### config.mk
export PLATFORM = sky130hd
export DESIGN_NAME = debounce_strobe_flat
export DESIGN_NICKNAME = d
export VERILOG_FILES = /design/src/rtl/debounce_pkg.sv /design/src/rtl/debounce_strobe_if.sv /design/src/rtl/debounce_strobe_sync_chain.sv /design/src/rtl/debounce_strobe.sv /design/src/flat_wrapper.sv
export SDC_FILE = /design/constraint.sdc
export NUM_CORES = 1
export LEC_CHECK = 0
export CELL_PAD_IN_SITES_DETAIL_PLACEMENT = 0
export CELL_PAD_IN_SITES_GLOBAL_PLACEMENT = 1
export CORE_AREA = 2 2 39 41
export CTS_CLUSTER_SIZE = 24
export DETAILED_ROUTE_END_ITERATION = 7
export DIE_AREA = 0 0 41 43
export PLACE_DENSITY = 0.67
export SETUP_SLACK_MARGIN = 0.05
export SYNTH_ARGS = -nofsm -noshare
export SYNTH_HDL_FRONTEND = slang
export SYNTH_SLANG_ARGS = --single-unit
### constraint.sdc
create_clock -name clk -period 1.4 [get_ports clk]
set_input_delay 0.28 -clock clk [delete_from_list [all_inputs] [get_ports clk]]
set_output_delay 0.28 -clock clk [all_outputs]
set_load 0.01 [all_outputs]
### src/rtl/debounce_pkg.sv
// Shared constants for the debounce_strobe input-conditioning block.
package debounce_pkg;

  typedef logic state_t;

  localparam state_t ST_IDLE  = 1'b0;
  localparam state_t ST_COUNT = 1'b1;

  localparam int DEF_SYNC_STAGES   = 2;
  localparam int DEF_STABLE_CYCLES = 16;

endpackage

### src/rtl/debounce_strobe_if.sv
// Raw input and conditioned outputs of debounce_strobe; master drives the raw input.
interface debounce_strobe_if;

  logic din_raw;
  logic dout;
  logic en_pulse;
  logic rise;
  logic fall;
  logic busy;

  modport master (
    output din_raw,
    input  dout,
    input  en_pulse,
    input  rise,
    input  fall,
    input  busy
  );

  modport slave (
    input  din_raw,
    output dout,
    output en_pulse,
    output rise,
    output fall,
    output busy
  );

endinterface

### src/rtl/debounce_strobe_sync_chain.sv
// N-flop synchroniser for an asynchronous single-bit input; no logic between stages.
module sync_chain #(
  parameter int STAGES = 2
) (
  input  logic clk,
  input  logic reset,
  input  logic d,
  output logic q
);

  logic [STAGES-1:0] ff;

  // shift register, cleared by synchronous reset
  always_ff @(posedge clk) begin
    if (reset) begin
      ff <= {STAGES{1'b0}};
    end else begin
      ff <= {ff[STAGES-2:0], d};
    end
  end

  assign q = ff[STAGES-1];

endmodule

### src/rtl/debounce_strobe.sv
// Debouncer: dout flips only after STABLE_CYCLES consecutive cycles of disagreement,
// with a registered one-cycle en_pulse/rise/fall coincident with the new level.
module debounce_strobe
  import debounce_pkg::*;
#(
  parameter int SYNC_STAGES   = DEF_SYNC_STAGES,
  parameter int STABLE_CYCLES = DEF_STABLE_CYCLES
) (
  input  logic               clk,
  input  logic               reset,
  debounce_strobe_if.slave   bus
);

  localparam int               CNT_W    = $clog2(STABLE_CYCLES);
  localparam logic [CNT_W-1:0] CNT_ZERO = {CNT_W{1'b0}};
  localparam logic [CNT_W-1:0] CNT_ONE  = CNT_W'(1);
  localparam logic [CNT_W-1:0] CNT_LAST = CNT_W'(STABLE_CYCLES - 1);

  logic             s;
  state_t           state;
  state_t           state_nxt;
  logic [CNT_W-1:0] cnt;
  logic [CNT_W-1:0] cnt_nxt;
  logic             flip;
  logic             dout_reg;
  logic             dout_nxt;
  logic             en_reg;
  logic             en_nxt;
  logic             rise_reg;
  logic             rise_nxt;
  logic             fall_reg;
  logic             fall_nxt;
  logic             busy_reg;
  logic             busy_nxt;

  sync_chain #(
    .STAGES (SYNC_STAGES)
  ) u_sync (
    .clk   (clk),
    .reset (reset),
    .d     (bus.din_raw),
    .q     (s)
  );

  // state, counter and output registers
  always_ff @(posedge clk) begin
    if (reset) begin
      state    <= ST_IDLE;
      cnt      <= CNT_ZERO;
      dout_reg <= 1'b0;
      en_reg   <= 1'b0;
      rise_reg <= 1'b0;
      fall_reg <= 1'b0;
      busy_reg <= 1'b0;
    end else begin
      state    <= state_nxt;
      cnt      <= cnt_nxt;
      dout_reg <= dout_nxt;
      en_reg   <= en_nxt;
      rise_reg <= rise_nxt;
      fall_reg <= fall_nxt;
      busy_reg <= busy_nxt;
    end
  end

  // next state and counter; the counter stops at CNT_LAST, where the flip happens instead
  always_comb begin
    state_nxt = state;
    cnt_nxt   = cnt;
    case (state)
      ST_IDLE: begin
        if (s != dout_reg) begin
          state_nxt = ST_COUNT;
          cnt_nxt   = CNT_ONE;
        end else begin
          state_nxt = ST_IDLE;
          cnt_nxt   = CNT_ZERO;
        end
      end
      ST_COUNT: begin
        if (s == dout_reg) begin
          state_nxt = ST_IDLE;
          cnt_nxt   = CNT_ZERO;
        end else if (cnt < CNT_LAST) begin
          state_nxt = ST_COUNT;
          cnt_nxt   = cnt + CNT_ONE;
        end else begin
          state_nxt = ST_IDLE;
          cnt_nxt   = CNT_ZERO;
        end
      end
      default: begin
        state_nxt = ST_IDLE;
        cnt_nxt   = CNT_ZERO;
      end
    endcase
  end

  // next values of the registered outputs
  always_comb begin
    flip     = 1'b0;
    dout_nxt = dout_reg;
    en_nxt   = 1'b0;
    rise_nxt = 1'b0;
    fall_nxt = 1'b0;
    busy_nxt = 1'b0;
    if ((state == ST_COUNT) && (s != dout_reg) && (cnt == CNT_LAST)) begin
      flip = 1'b1;
    end else begin
      flip = 1'b0;
    end
    if (flip) begin
      dout_nxt = ~dout_reg;
      en_nxt   = 1'b1;
      rise_nxt = ~dout_reg;
      fall_nxt = dout_reg;
    end else begin
      dout_nxt = dout_reg;
      en_nxt   = 1'b0;
      rise_nxt = 1'b0;
      fall_nxt = 1'b0;
    end
    busy_nxt = (state_nxt == ST_COUNT);
  end

  assign bus.dout     = dout_reg;
  assign bus.en_pulse = en_reg;
  assign bus.rise     = rise_reg;
  assign bus.fall     = fall_reg;
  assign bus.busy     = busy_reg;

endmodule
### src/flat_wrapper.sv
// flat-port wrapper written by rule: the top's interface ports become plain ports
module debounce_strobe_flat import debounce_pkg::*;
#(
  parameter int SYNC_STAGES   = DEF_SYNC_STAGES,
  parameter int STABLE_CYCLES = DEF_STABLE_CYCLES
)
  (clk, reset, bus_din_raw, bus_dout, bus_en_pulse, bus_rise, bus_fall, bus_busy);
  debounce_strobe_if bus_i ();
  input  logic clk;
  input  logic reset;
  input wire logic [$bits(bus_i.din_raw)-1:0] bus_din_raw;
  output wire logic [$bits(bus_i.dout)-1:0] bus_dout;
  output wire logic [$bits(bus_i.en_pulse)-1:0] bus_en_pulse;
  output wire logic [$bits(bus_i.rise)-1:0] bus_rise;
  output wire logic [$bits(bus_i.fall)-1:0] bus_fall;
  output wire logic [$bits(bus_i.busy)-1:0] bus_busy;
  assign bus_i.din_raw = bus_din_raw;
  assign bus_dout = bus_i.dout;
  assign bus_en_pulse = bus_i.en_pulse;
  assign bus_rise = bus_i.rise;
  assign bus_fall = bus_i.fall;
  assign bus_busy = bus_i.busy;
  debounce_strobe #(.SYNC_STAGES(SYNC_STAGES), .STABLE_CYCLES(STABLE_CYCLES)) u_core (.clk(clk), .reset(reset), .bus(bus_i));
endmodule
=== After elaboration in Yosys (flattened, before gate mapping) ===
Cells that the tools add are included.

* Bits in registers: 11
* Input port bits: 3
* Output and inout bits: 5
* Logic and storage cells: 28

* Add/subtract/negate cells: 1
* Order comparisons: 1
* Eq/ne operators: 3
* Muxes and demuxes: 10
* Bitwise operators: 3
* Reduce and logical (&&, ||, !) cells: 3

{| class="wikitable"
|+ Operator list
! kind !! number
|-
| $mux 4 || 2
|-
| $pmux 4 s2 || 1
|-
| $mux 1 || 6
|-
| $add 4x1->4 const B || 1
|-
| $eq 4x4->1 const B || 1
|-
| $lt 4x4->1 const B || 1
|-
| $not 1->1 || 3
|-
| $logic_and 1x1->1 || 2
|-
| $pmux 1 s2 || 1
|-
| $reduce_or 2->1 || 1
|-
| $eq 1x1->1 || 1
|-
| $ne 1x1->1 || 1
|}

=== Logic depth before layout (Yosys ltp) ===
Gate-level depths: netlist (run 1).

* Depth in word-level cells: 6
* Mapped depth: 5
* Mapped depth without buffers: 4

=== Hierarchy ===
Synthesis (run 1) repeated with hierarchy kept, for this count alone.

* Cell total of the unflattened synthesis: 34
* Area, all modules: 379.1 µm²

{| class="wikitable"
|+ By module, submodules not included
! module !! times used !! cells each !! area an instance (µm²) !! sequential area each (µm²)
|-
| debounce_strobe || 1 || 30 || 326.6 || 180.2
|-
| sync_chain || 1 || 4 || 52.6 || 40.0
|}

=== Least setup slack after synthesis (run 1) ===
No wires, ideal clock.

* Kind: reg-to-reg
* From: register u_core.cnt[0]
* To: register u_core.dout_reg, in the netlist u_core.bus.dout
* Library setup time: 0.070 ns
* Arrival time: 1.105 ns
* Required time: 1.330 ns
* Setup slack: 0.225 ns
* Cell stages (with the launch flop): 6
* Buffers on the path: 1
* Clock period less this slack: 1.175 ns
* Path through: dfxtp_1 -> ha_1 -> and3_1 -> buf_6 -> a21o_1 -> a21oi_1

* Word-level cells in the longest chain between the ends: 3

{| class="wikitable"
|+ Ends and longest elaborated chain
! item !! line !! RTL
|-
| start: declaration || debounce_strobe.sv:22 || <nowiki>logic [CNT_W-1:0] cnt;</nowiki>
|-
| start signal: assignment || debounce_strobe.sv:57 || <nowiki>cnt <= cnt_nxt;</nowiki>
|-
| $eq 4x4->1 || debounce_strobe.sv:107 || <nowiki>if ((state == ST_COUNT) && (s != dout_reg) && (cnt == CNT_LAST)) begin</nowiki>
|-
| $logic_and 1x1->1 || debounce_strobe.sv:107 ||
|-
| $mux 1 || debounce_strobe.sv:107 ||
|-
| end signal: assignment || debounce_strobe.sv:58 || <nowiki>dout_reg <= dout_nxt;</nowiki>
|-
| end: declaration || debounce_strobe.sv:25 || <nowiki>logic dout_reg;</nowiki>
|}

Every way passes these cells.
A chain may end at the register's enable or synchronous reset.

=== Final worst setup path (run 1) ===
Ends and elaborated chain as after synthesis.

==> impl_table.tex, run 1 <==
\begin{tabular}{lr}
\hline
Metric & Value \\
\hline
\multicolumn{2}{l}{\textbf{Synthesis}} \\
\quad Post-Syn Nets & 40 \\
\quad Ys async rst share & 0\% \\
\quad Biggest area consumer among synthesized cells & sky130\_fd\_sc\_hd\_\_dfxtp\_1 \\
\quad Sequential share of the synthesized area & 55.9\% \\
\quad Flip-flop and latch count after synthesis & 11 \\
\quad Area share of the leading cell type in the synthesized netlist & 55.9\% \\
\quad Post-synth top cells & 11 x sky130\_fd\_sc\_hd\_\_dfxtp\_1, 3 x sky130\_fd\_sc\_hd\_\_nand3\_1, 3 x sky130\_fd\_sc\_hd\_\_nor2\_1 \\
\quad Most common flop cell mapped by yosys & sky130\_fd\_sc\_hd\_\_dfxtp\_1 \\
\quad Cell count after synthesis & 36 \\
\quad Most area-consuming cells after synthesis & sky130\_fd\_sc\_hd\_\_dfxtp\_1 56\%, sky130\_fd\_sc\_hd\_\_xor2\_1 4.4\%, sky130\_fd\_sc\_hd\_\_nand3\_1 3.8\% \\
\quad Mapped Avg Cell Area & 10.9 um\^{}2 \\
\quad Post-synth EDFFs & 0 \\
\quad Syn Std Cell Area & 394 um\^{}2 \\
\quad Post-synth cell types & 18 \\
\quad Most numerous cell in the Yosys netlist & sky130\_fd\_sc\_hd\_\_dfxtp\_1 \\
\quad Count of synthesis-stage warnings from yosys & 0 \\
\multicolumn{2}{l}{\textbf{Cells and area}} \\
\quad Combined area of the multi-input logic cells & 159 um\^{}2 \\
\quad Finished Core Util & 36.7\% \\
\quad Register bank with the most flops & u\_core.cnt \\
\quad Area grow syn2layout & 28.9\% \\
\quad Filler instances & 141 \\
\quad Final std cell area, no fill & 508 um\^{}2 \\
\quad Layout cell share with drive strength beyond 1 & 16.7\% \\
\quad Number of flip-flops under the largest register name & 4 \\
\quad Sequential standard cell area & 220 um\^{}2 \\
\quad Antenna Cells & 0 \\
\quad NumNets Final & 53 \\
\quad Leading registers by flop count & u\_core.cnt: 4 flops, u\_core.u\_sync.ff: 2 flops \\
\multicolumn{2}{l}{\textbf{Worst setup path}} \\
\quad Highest-delay cell along the critical path & sky130\_fd\_sc\_hd\_\_dfxtp\_1 \\
\quad Worst setup path class & register to register \\
\quad Critical path launch point & u\_core.cnt[0] \\
\quad CP Data Required Time & 1.60 ns \\
\quad Critical path data arrival time & 1.43 ns \\
\quad Worst path cell trace & ha\_1, and3\_1, a21o\_1, a21oi\_1 \\
\quad Critical Path Max Stage Delay & 0.33 ns \\
\quad Category of the worst setup path launch point & register \\
\quad Endpoint of the lowest-slack register-to-register path & u\_core.bus.dout \\
\quad Worst R2R Path Depth & 4 \\
\quad Reg-to-reg slack, setup & 0.17 ns \\
\quad Critical Path Sink Type & register \\
\quad Reg-to-reg startpoint & u\_core.cnt[0] \\
\quad Maximum fanout encountered on the critical timing path & 6 \\
\quad Crit path to & u\_core.bus.dout \\
\multicolumn{2}{l}{\textbf{CTS}} \\
\quad Clock transition time at the flip-flop clock pins of the worst setup and hold paths & 0.06 ns \\
\quad TritonCTS clock tree & built \\
\quad Setup Buffers After CTS & 0 \\
\quad Buffer type at the clock tree root & sky130\_fd\_sc\_hd\_\_clkbuf\_4 \\
\quad Number of hold-repair buffers added at the cts stage & 0 \\
\quad H-tree levels & 1 \\
\quad Clock Tree Buf Depth & 2 \\
\quad TritonCTS buffer count & 3 \\
\quad Clock insertion delay at the later pin of the skew report & 0.26 ns \\
\quad Total number of clock tree sinks & 11 \\
\multicolumn{2}{l}{\textbf{Timing}} \\
\quad Crit path time final & 1.23 ns \\
\quad Final Max Tran Viols & 0 \\
\quad Final Worst Setup Slack & 0.167 ns \\
\quad Setup clock skew after layout & 0.000325 ns \\
\quad Total negative slack & 0 ns \\
\quad Normalized max-slew margin & 82.4\% \\
\quad Unrepaired setup endpoints after global routing & false \\
\quad Final hold violation count & 0 \\
\quad Least-Margin Pin Slew & 0.264 ns \\
\quad Final count of negative-setup-slack endpoints & 0 \\
\quad Timing-limited maximum frequency & 0.811 GHz \\
\quad Post-route clock period utilization & 88.1\% \\
\multicolumn{2}{l}{\textbf{Status}} \\
\quad Outcome & finished clean \\
\multicolumn{2}{l}{\textbf{Min path}} \\
\quad Hold path startpoint & u\_core.u\_sync.ff[0] \\
\quad Type of the worst min-delay path & register to register \\
\multicolumn{2}{l}{\textbf{Placed design}} \\
\quad Worst-case setup slack after placement & 0.162 ns \\
\quad Final HPWL from detailed placement & 458 um \\
\quad Cell area after placement & 488 um\^{}2 \\
\quad Weighted congestion at the end of routability-driven global placement & 0.615 \\
\quad Input/output buffers & 7 \\
\multicolumn{2}{l}{\textbf{Global routing}} \\
\quad Antenna violations before repair & 0 \\
\quad Largest net degree at the start of global routing & 7 \\
\quad Remaining global-route overflow & 0 \\
\quad First-pass GRT wire length & 1.09 mm \\
\quad Via count of the first global-routing pass & 288 \\
\quad Total global-route track usage & 9.48\% \\
\multicolumn{2}{l}{\textbf{Power}} \\
\quad Sum of internal, switching and leakage power & 544 uW \\
\quad Relative contribution of combinational cells to total power & 3.4\% \\
\quad Total net switching power & 104 uW \\
\quad Fraction of power consumed by sequential logic & 58.7\% \\
\quad PwrDens & 1070 nW/um\^{}2 \\
\quad Internal power & 439 uW \\
\quad Static power due to leakage & 0.221 nW \\
\quad Power share of the clock group & 37.9\% \\
\quad Switch share & 19.2\% \\
\quad IR Drop Worst-Case VDD & 0.379 mV \\
\multicolumn{2}{l}{\textbf{Detailed routing}} \\
\quad Total Routed Length & 582 um \\
\quad Routed wirelength normalized by instance count & 9.09 um \\
\quad Via count & 278 \\
\quad Post-detailed-route via-to-cell ratio & 4.34 \\
\quad 1st-iter DRT viols & 0 \\
\quad Detailed-routing iteration count for the pre-antenna-repair pass & 1 \\
\quad Remaining number of nets flagged by the antenna check after routing & 0 \\
\quad DR DRC count & 0 \\
\multicolumn{2}{l}{\textbf{Floorplanning}} \\
\quad Die Span Y & 43 um \\
\quad Width of the die & 41 um \\
\quad Initial Util & 28.5\% \\
\quad Placeable Area & 1380 um\^{}2 \\
\quad Number of top-level pins & 8 \\
\quad Std-Cell Rows & 14 \\
\quad Die Area & 1760 um\^{}2 \\
\multicolumn{2}{l}{\textbf{Flow run}} \\
\quad Maxcap violations & 0 \\
\hline
\end{tabular}
==> worst max-delay path: cells and delay by family, from the launching register on <==
| kind | cells | cell delay [ns] |
|---|---|---|
| and+or+nand+nor | 1 | 0.28 |
| AOI/OAI and AO/OA | 2 | 0.32 |
| DFF | 1 | 0.33 |
| adders and majority gates | 1 | 0.23 |
==> placed cells by master (no fill, tap or decap) <==
master and n:
sky130_fd_sc_hd__ha_1 1, sky130_fd_sc_hd__nor2_1 3, sky130_fd_sc_hd__nor3b_2 1, sky130_fd_sc_hd__clkbuf_1 1
sky130_fd_sc_hd__o21a_1 1, sky130_fd_sc_hd__nor3_2 1, sky130_fd_sc_hd__xnor2_1 1, sky130_fd_sc_hd__nor2b_1 2
sky130_fd_sc_hd__inv_1 1, sky130_fd_sc_hd__xor2_1 2, sky130_fd_sc_hd__buf_4 2, sky130_fd_sc_hd__a21oi_1 2
sky130_fd_sc_hd__nand3_1 3, sky130_fd_sc_hd__clkdlybuf4s50_1 2, sky130_fd_sc_hd__nand3b_2 1, sky130_fd_sc_hd__dlygate4sd2_1 5
sky130_fd_sc_hd__nor3_1 2, sky130_fd_sc_hd__nand2b_1 1, sky130_fd_sc_hd__a21o_1 1, sky130_fd_sc_hd__and3_1 1
sky130_fd_sc_hd__dfxtp_1 11, sky130_fd_sc_hd__clkbuf_4 3
==> logic make-up after synthesis <==
group	synth area share [%]
AO/OA/AOI/OAI	6.35
flip-flops	55.9
buffers and inverters	3.81
AND/OR/NAND/NOR	24.1
adder cells (fa/ha/maj)	3.17
XOR/XNOR	6.67
==> area by class of cell <==
type / count / area share (%)
well taps: 16 / 3.94
flip-flops and latches: 11 / 43.3
inverters: 1 / 0.739
clock buffers: 4 / 5.17
multi-input cells: 23 / 31.3
repair buffers: 9 / 15.5
==> power by group through the flow <==
stage / clock network [mW] / registers, mW / logic (mW)
final: 0.206 / 0.319 / 0.0185
after global routing: 0.236 / 0.319 / 0.0208
after CTS: 0.217 / 0.319 / 0.0190
after detailed placement: 0 / 0.326 / 0.0194
after global placement: 0 / 0.326 / 0.0193
after floorplan: 0 / 0.327 / 0.00576
==> routing by layer <==
| metal | wire (um) | GRT usage, % | vias to the layer above |
|---|---|---|---|
| li1 | - | - | 145 |
| met1 | 251 | 10.7 | 127 |
| met2 | 309 | 13.4 | 6 |
| met3 | 21 | 3.14 | 0 |
| met4 | 0 | 8.00 | 0 |
| met5 | 0 | 0 | - |
==> what timing repair did <==
item | 4_1_cts | 5_1_grt
endpoints found under the hold margin | 0 | 0
setup endpoints to repair | 5 | 0
gates resized for setup | 5 | 0
==> per-stage QoR <==
stage	cells	hold WS, ns
5_1_grt	64	0.462
4_1_cts	64	0.453
3_3_place_gp	60	0.438
2_1_floorplan	36	0.349
6_report	64	0.447
3_5_place_dp	60	0.436
==> how the worst min path moves through the flow <==
stage	end	slack (ns)	cells past startpoint
floorplan	u_core.bus.dout	0.35	1
global placement	u_core.u_sync.ff[1]	0.44	1
detailed placement	u_core.u_sync.ff[1]	0.44	1
CTS	u_core.u_sync.ff[1]	0.45	1
global route	u_core.u_sync.ff[1]	0.46	1
finish	u_core.u_sync.ff[1]	0.45	1
(Power assumes the default switching activity.)
==> run 2, diff against run 1 <==
--- a/config.mk
+++ b/config.mk
@@ -11,6 +11,7 @@
 export CTS_CLUSTER_SIZE = 24
 export DETAILED_ROUTE_END_ITERATION = 7
 export DIE_AREA = 0 0 41 43
+export HOLD_SLACK_MARGIN = 0.12
 export PLACE_DENSITY = 0.67
 export SETUP_SLACK_MARGIN = 0.05
 export SYNTH_ARGS = -nofsm -noshare
==> results of run 2 <==
No change in the layout: final DEF, timing and power equal those of run 1.
